===== src/rtl/config_pkg.sv =====
// Core-wide configuration constants shared by the pipeline stages.
package config_pkg;
  localparam int XLEN = 32;
  localparam int ILEN = 32;
endpackage


===== src/rtl/instruction_pkg.sv =====
// Instruction-level types for the RV32 pipeline: fetched/decoded bundles,
// ALU operation codes and base opcode constants.
package instruction_pkg;
  import config_pkg::*;

  localparam logic [6:0] OPC_LOAD     = 7'b0000011;
  localparam logic [6:0] OPC_STORE    = 7'b0100011;
  localparam logic [6:0] OPC_OP       = 7'b0110011;
  localparam logic [6:0] OPC_OP_IMM   = 7'b0010011;
  localparam logic [6:0] OPC_BRANCH   = 7'b1100011;
  localparam logic [6:0] OPC_JAL      = 7'b1101111;
  localparam logic [6:0] OPC_JALR     = 7'b1100111;
  localparam logic [6:0] OPC_LUI      = 7'b0110111;
  localparam logic [6:0] OPC_AUIPC    = 7'b0010111;
  localparam logic [6:0] OPC_SYSTEM   = 7'b1110011;
  localparam logic [6:0] OPC_MISC_MEM = 7'b0001111;

  // M-extension ops sit at 16 + funct3 so they can be formed directly.
  typedef enum logic [4:0] {
    ALU_ADD = 5'd0, ALU_SUB, ALU_SLL, ALU_SLT, ALU_SLTU, ALU_XOR,
    ALU_SRL, ALU_SRA, ALU_OR, ALU_AND, ALU_COPY_B,
    ALU_MUL = 5'd16, ALU_MULH, ALU_MULHSU, ALU_MULHU,
    ALU_DIV, ALU_DIVU, ALU_REM, ALU_REMU
  } alu_op_e;

  typedef struct packed {
    logic [XLEN-1:0] pc;
    logic [ILEN-1:0] instr;
  } inst_fetched_t;

  typedef struct packed {
    logic [XLEN-1:0] pc;
    logic [XLEN-1:0] imm;
    logic [4:0]      rd;
    logic [4:0]      rs1;
    logic [4:0]      rs2;
    logic [2:0]      funct3;   // also the memory access width
    alu_op_e         alu_op;
    logic            reg_write;
    logic            mem_read;
    logic            mem_write;
    logic            branch;
    logic            jump;
    logic            uses_rs1;
    logic            uses_rs2;
    logic            is_system;
    logic            illegal;
  } decoded_inst_t;

  // Integer ALU op from funct3; alt selects SUB/SRA (instr[30]).
  function automatic alu_op_e alu_from_f3(input logic [2:0] f3, input logic alt);
    case (f3)
      3'd0:    return alt ? ALU_SUB : ALU_ADD;
      3'd1:    return ALU_SLL;
      3'd2:    return ALU_SLT;
      3'd3:    return ALU_SLTU;
      3'd4:    return ALU_XOR;
      3'd5:    return alt ? ALU_SRA : ALU_SRL;
      3'd6:    return ALU_OR;
      default: return ALU_AND;
    endcase
  endfunction
endpackage


===== src/rtl/decode_stage_rv_decoder.sv =====
// Purely combinational RV32I decoder. Optional M extension is enabled by
// defining DECODE_RV32M_EN; otherwise those encodings decode as illegal.
module rv_decoder
  import config_pkg::*;
  import instruction_pkg::*;
(
  input  logic [ILEN-1:0] instr_i,
  input  logic [XLEN-1:0] pc_i,
  output decoded_inst_t   dec_o
);
  logic [6:0]      opc, f7;
  logic [2:0]      f3;
  logic [XLEN-1:0] imm_i, imm_s, imm_b, imm_u, imm_j;
  logic            legal;

  assign opc = instr_i[6:0];
  assign f3  = instr_i[14:12];
  assign f7  = instr_i[31:25];

  assign imm_i = {{20{instr_i[31]}}, instr_i[31:20]};
  assign imm_s = {{20{instr_i[31]}}, instr_i[31:25], instr_i[11:7]};
  assign imm_b = {{19{instr_i[31]}}, instr_i[31], instr_i[7], instr_i[30:25], instr_i[11:8], 1'b0};
  assign imm_u = {instr_i[31:12], 12'b0};
  assign imm_j = {{11{instr_i[31]}}, instr_i[31], instr_i[19:12], instr_i[20], instr_i[30:21], 1'b0};

  // Field extraction, per-opcode control and legality, then illegal/x0 masking.
  always_comb begin
    dec_o        = '0;
    dec_o.pc     = pc_i;
    dec_o.rd     = instr_i[11:7];
    dec_o.rs1    = instr_i[19:15];
    dec_o.rs2    = instr_i[24:20];
    dec_o.funct3 = f3;
    dec_o.alu_op = ALU_ADD;
    legal        = 1'b0;
    case (opc)
      OPC_LUI: begin
        legal = 1'b1; dec_o.reg_write = 1'b1; dec_o.imm = imm_u; dec_o.alu_op = ALU_COPY_B;
      end
      OPC_AUIPC: begin
        legal = 1'b1; dec_o.reg_write = 1'b1; dec_o.imm = imm_u;
      end
      OPC_JAL: begin
        legal = 1'b1; dec_o.reg_write = 1'b1; dec_o.jump = 1'b1; dec_o.imm = imm_j;
      end
      OPC_JALR: begin
        legal = (f3 == 3'd0); dec_o.reg_write = 1'b1; dec_o.jump = 1'b1;
        dec_o.uses_rs1 = 1'b1; dec_o.imm = imm_i;
      end
      OPC_BRANCH: begin
        legal = (f3[2:1] != 2'b01); dec_o.branch = 1'b1;
        dec_o.uses_rs1 = 1'b1; dec_o.uses_rs2 = 1'b1; dec_o.imm = imm_b;
        dec_o.alu_op = !f3[2] ? ALU_SUB : (f3[1] ? ALU_SLTU : ALU_SLT);
      end
      OPC_LOAD: begin
        legal = (f3 != 3'd3) && (f3 < 3'd6); dec_o.reg_write = 1'b1; dec_o.mem_read = 1'b1;
        dec_o.uses_rs1 = 1'b1; dec_o.imm = imm_i;
      end
      OPC_STORE: begin
        legal = (f3 < 3'd3); dec_o.mem_write = 1'b1;
        dec_o.uses_rs1 = 1'b1; dec_o.uses_rs2 = 1'b1; dec_o.imm = imm_s;
      end
      OPC_OP_IMM: begin
        dec_o.reg_write = 1'b1; dec_o.uses_rs1 = 1'b1; dec_o.imm = imm_i;
        dec_o.alu_op = alu_from_f3(f3, (f3 == 3'd5) && instr_i[30]);
        if (f3 == 3'd1)      legal = (f7 == 7'h00);
        else if (f3 == 3'd5) legal = (f7 == 7'h00) || (f7 == 7'h20);
        else                 legal = 1'b1;
      end
      OPC_OP: begin
        dec_o.reg_write = 1'b1; dec_o.uses_rs1 = 1'b1; dec_o.uses_rs2 = 1'b1;
        if (f7 == 7'h00) begin
          legal = 1'b1; dec_o.alu_op = alu_from_f3(f3, 1'b0);
        end else if (f7 == 7'h20 && (f3 == 3'd0 || f3 == 3'd5)) begin
          legal = 1'b1; dec_o.alu_op = alu_from_f3(f3, 1'b1);
        end else if (f7 == 7'h01) begin
`ifdef DECODE_RV32M_EN
          legal = 1'b1; dec_o.alu_op = alu_op_e'({2'b10, f3});
`else
          legal = 1'b0;
`endif
        end
      end
      OPC_MISC_MEM: begin
        legal = (f3 == 3'd0); dec_o.imm = imm_i;
      end
      OPC_SYSTEM: begin
        legal = (f3 != 3'd4); dec_o.is_system = 1'b1; dec_o.imm = imm_i;
        dec_o.uses_rs1  = (f3 != 3'd0) && !f3[2];
        dec_o.reg_write = (f3 != 3'd0);
      end
      default: legal = 1'b0;
    endcase
    if (instr_i[1:0] != 2'b11) legal = 1'b0;
    if (!legal) begin
      dec_o.illegal   = 1'b1;
      dec_o.reg_write = 1'b0;
      dec_o.mem_read  = 1'b0;
      dec_o.mem_write = 1'b0;
      dec_o.branch    = 1'b0;
      dec_o.jump      = 1'b0;
      dec_o.alu_op    = ALU_ADD;
    end
    if (dec_o.rd == 5'd0) dec_o.reg_write = 1'b0;
  end
endmodule


===== src/rtl/decode_stage.sv =====
// Decode stage: IF/ID register, combinational decode, ID/EX register with
// valid/ready handshake, load-use interlock and flush. Build option:
// DECODE_RV32M_EN (decode RV32M multiply/divide ops).
module decode_stage
  import instruction_pkg::*;
(
  input  logic          clk,
  input  logic          rst,
  input  logic          fetch_valid_i,
  input  inst_fetched_t fetch_inst_i,
  output logic          stall_o,
  input  logic          flush_i,
  output logic [4:0]    rs1_addr_o,
  output logic [4:0]    rs2_addr_o,
  output logic          dec_valid_o,
  input  logic          dec_ready_i,
  output decoded_inst_t dec_inst_o
);
  logic          ifid_valid_q;
  inst_fetched_t ifid_inst_q;
  logic          dec_valid_q;
  decoded_inst_t dec_inst_q, dec_inst_d;
  logic          out_free, hazard, advance, ifid_load;

  rv_decoder u_dec (
    .instr_i (ifid_inst_q.instr),
    .pc_i    (ifid_inst_q.pc),
    .dec_o   (dec_inst_d)
  );

  // A load in ID/EX whose rd feeds the instruction in IF/ID must wait one cycle.
  assign hazard = dec_valid_q && dec_inst_q.mem_read && (dec_inst_q.rd != 5'd0) &&
                  ((dec_inst_d.uses_rs1 && dec_inst_d.rs1 == dec_inst_q.rd) ||
                   (dec_inst_d.uses_rs2 && dec_inst_d.rs2 == dec_inst_q.rd));
  assign out_free  = !dec_valid_q || dec_ready_i;
  assign advance   = ifid_valid_q && out_free && !hazard;
  assign ifid_load = !ifid_valid_q || advance;
  assign stall_o   = ifid_valid_q && !advance && !flush_i;

  assign rs1_addr_o  = ifid_inst_q.instr[19:15];
  assign rs2_addr_o  = ifid_inst_q.instr[24:20];
  assign dec_valid_o = dec_valid_q;
  assign dec_inst_o  = dec_inst_q;

  // IF/ID: take the fetched instruction whenever the slot empties; flush kills it.
  always_ff @(posedge clk or posedge rst) begin
    if (rst) begin
      ifid_valid_q <= 1'b0;
      ifid_inst_q  <= '0;
    end else if (flush_i) begin
      ifid_valid_q <= 1'b0;
    end else if (ifid_load) begin
      ifid_valid_q <= fetch_valid_i;
      ifid_inst_q  <= fetch_inst_i;
    end
  end

  // ID/EX: load on advance, drop to a bubble when free, hold under back-pressure.
  always_ff @(posedge clk or posedge rst) begin
    if (rst) begin
      dec_valid_q <= 1'b0;
      dec_inst_q  <= '0;
    end else if (flush_i) begin
      dec_valid_q <= 1'b0;
    end else if (advance) begin
      dec_valid_q <= 1'b1;
      dec_inst_q  <= dec_inst_d;
    end else if (out_free) begin
      dec_valid_q <= 1'b0;
    end
  end
endmodule


===== config.mk =====
export PLATFORM = sky130hd
export DESIGN_NAME = decode_stage
export DESIGN_NICKNAME = d
export VERILOG_FILES = /design/src/rtl/config_pkg.sv /design/src/rtl/instruction_pkg.sv /design/src/rtl/decode_stage_rv_decoder.sv /design/src/rtl/decode_stage.sv
export SDC_FILE = /design/constraint.sdc
export NUM_CORES = 1
export LEC_CHECK = 0
export ABC_AREA = 0
export BUFFER_PORTS_ARGS = -buffer_cell sky130_fd_sc_hd__buf_2
export CORE_MARGIN = 8
export CORE_UTILIZATION = 49
export CTS_CLUSTER_SIZE = 24
export DETAILED_ROUTE_END_ITERATION = 8
export PLACE_DENSITY = 0.76
export SYNTH_ARGS = -nofsm -noshare
export SYNTH_HDL_FRONTEND = slang
export SYNTH_HIERARCHICAL = 1
export SYNTH_SLANG_ARGS = --single-unit

===== constraint.sdc =====
create_clock -name clk -period 5.3 [get_ports clk]
set_input_delay 1.06 -clock clk [delete_from_list [all_inputs] [get_ports clk]]
set_output_delay 1.06 -clock clk [all_outputs]
set_load 0.02 [all_outputs]

==> metrics.md <==
| Metric | Value |
|---|---|
| Outcome | `finished, final reports clean` |
| H-tree Lvls | `4` |
| Vias per cell | `5.34` |
| Final number of hold-violating endpoints | `0` |
| Vias in the first global route | `5325` |
| CP Class | `reg -> out` |
| Drt drc | `0` |
| Num CTS Buffers | `17` |
| Min Tclk post-route | `3.94 ns` |
| Slowest cell on the critical path | `dfrtp_1` |
| Total GRT Usage | `0.180` |
| Cell Rows | `46` |
| Sequential area share after synthesis | `0.510` |
| Worst Skew | `0.00934 ns` |
| Synth Instances | `610` |
| CTS tree | `yes` |
| Synth Flop Type | `dfrtp_1` |
| Detail Route Antenna Nets | `0` |
| Fin Setup TNS | `0 ns` |
| Die area | `0.0206 mm^2` |
| FF+latch count, synth | `162` |
| WHS | `0.500 ns` |
| Initial antenna violation count | `0` |
| Power Total | `3.40 mW` |
| Synth-to-Final Area Change | `13.0%` |
| HPWL Detailed | `12800 um` |
| Initial Utilization | `0.501` |
| First-pass GRT wire length | `28800 um` |
| Max cap viols | `0` |
| ANT cells | `0` |
| Leak | `4.48 nW` |
| Root Buffer | `clkbuf_16` |
| Via count | `5040` |
| Syn Area/Cell | `13.0 um^2` |
| Number of fill cells | `1350` |
| Setup-failing EPs final | `0` |
| Io pins | `177` |
| Final Cycle Share | `0.743` |
| Worst relative slew slack | `0.408` |
| Clk_lat worst skew | `0.41 ns` |
| Pin count of the biggest net entering global routing | `163` |
| Min setup slack post-route | `1.36 ns` |
| RSZ-0062 raised after global routing | `false` |
| Crit path DAT | `2.88 ns` |
| Buffers added on ports | `176` |
| EDFF count, synth | `0` |
| Worst min-delay path category | `reg -> reg` |
| Measured slew at the worst slew-check pin | `0.888 ns` |
| Post-Route WL | `18100 um` |
| Core ar. | `0.0159 mm^2` |
| Gr ovfl total | `0` |
| Crit-path max cell delay | `0.76 ns` |
| Die X | `143 um` |
| DR iter-0 viols | `355` |
| Fin. max-slew vios | `0` |
| Yosys cell types | `60` |
| Post-CTS setup buffer count | `0` |
| Pre-CTS setup slack | `1.73 ns` |
| Max FO, Critical Path | `22` |
| Cell Area, Synth | `0.00795 mm^2` |
| Nets | `787` |
| Initial DRT Pass Iterations | `5` |
| Share of cells above drive strength 1 | `0.532` |
| Clock-pin slew on the worst setup and hold paths | `0.06 ns` |
| Syn Nets | `679` |
| DIE HEIGHT | `143 um` |
| Fmax | `254 MHz` |
| Worst-path cell chain | `and3b_2 > nor2_1 > nor3_1 > nand2_1 > o22ai_1 > nand3_1 > a21oi_1 > buf_2` |
| Hold buffers post-CTS | `0` |
| Post-synth ARST share | `1.00` |
| WP buf/inv | `1` |
| Worst Setup End Kind | `output port` |
| Final core occ | `0.566` |
| Sink Count | `162` |
| Power Density | `378 mW/mm^2` |
| Clock buffer depth | `2` |
| YS warnings | `6` |
| Number of gates resized after CTS | `0` |
| Delay-heaviest family, CP | `simple AND/OR/NAND/NOR gates` |
| Startpoint Class | `register` |
| Avg WL per Cell | `19.1 um` |
| CP Data Required Time | `4.24 ns` |
| Gpl congestion | `0.826` |
| Max IR drop VDD | `240 uV` |
## registers in the layout, indices dropped and copies added, names as in the netlist
| register | flops |
|---|---|
| ifid_inst_q | 54 |
| dec_valid_o | 1 |
| ifid_valid_q | 1 |
| dec_inst_o | 96 |
| rs2_addr_o | 5 |
| rs1_addr_o | 5 |
## kinds of logic after synthesis
group / Yosys count / synth area share
flops: 162 / 0.510
mux: 160 / 0.245
simple gates: 110 / 0.0744
buf+inv: 96 / 0.0933
compound gates: 70 / 0.0644
xor+xnor: 11 / 0.0121
other cells: 1 / 0.000472
## power breakdown
part	leakage, nW	switching (mW)	total (mW)	internal [mW]
clock network	0.249	0.450	1.10	0.648
logic	2.23	0.389	0.729	0.341
registers	2.00	0.156	1.57	1.41
total	4.48	0.995	3.40	2.40
## final timing paths
| path | depth (start not counted) | endpoint | start | slack, ns |
|---|---|---|---|---|
| max | 8 | stall_o | ifid_inst_q[5] | 1.36 |
| min | 1 | dec_inst_o[68] | ifid_inst_q[36] | 0.50 |
| max reg2reg | 8 | dec_inst_o[95] | ifid_inst_q[5] | 1.70 |
| min reg2reg | 1 | dec_inst_o[68] | ifid_inst_q[36] | 0.50 |
| max in group asynchronous | 3 | dec_inst_o[9] | rst | 3.75 |
| min in group asynchronous | 3 | dec_inst_o[23] | rst | 0.86 |
## cells in the mapped netlist, types with 7 or more instances
library cell,count,area [um^2]
xnor2_1,11,96.3
o21ai_0,14,70.1
mux2_4,40,601
dfrtp_1,162,4050
buf_2,19,95.1
and2_1,9,56.3
a21oi_1,9,45.0
a21o_1,11,82.6
mux2_2,120,1350
buf_4,61,458
nand2_1,34,128
buf_6,7,78.8
nand3_1,10,50.1
nor2_1,17,63.8
## area by class of cell
type,instances,area [um^2],share of cell area
Clock buffer,23,458,0.0510
Clock inverter,6,60.1,0.00668
Inverter,4,18.8,0.00209
Multi-Input combinational cell,352,3170,0.353
Sequential cell,162,4050,0.451
Tap cell,216,270,0.0301
Timing Repair Buffer,181,956,0.106
## worst register-to-register path, stage by stage (launching register included)
cell	delay, ns
dfrtp_1	0.76
and3b_2	0.40
nor2_1	0.07
nor3_1	0.27
nand2_1	0.09
o22ai_1	0.34
a311o_2	0.82
buf_12	0.36
mux2_2	0.38
## per-layer routing
layer	track usage	wire, um	vias up
li1	-	-	2308
met2	0.291	8740	173
met1	0.233	7850	2536
met5	0	0	-
met3	0.0398	1150	23
met4	0.0664	331	0
## stage by stage
step                      cells  area, um^2
after floorplan             610        7960
after global placement      915        8470
after detailed placement    915        8470
after CTS                   944        8990
after global routing        944        8990
final                       944        8990
## layout by cell type, fill, tap and decap left out, drive strengths merged, types with 4 or more instances in the layout
cell type  netlist  routed
a211oi           4       4
a21o            11      11
a21oi           13      13
a22o             5       5
and2            11      11
and3             4       4
buf             92     181
clkbuf           0      23
dfrtp          162     162
mux2           160     160
nand2           35      35
nand2b           4       4
nand3           10      10
nor2            17      17
nor3             4       4
o21ai           16      16
o22ai            6       6
xnor2           11      11
No activity file was read; power rests on OpenSTA's default activity.
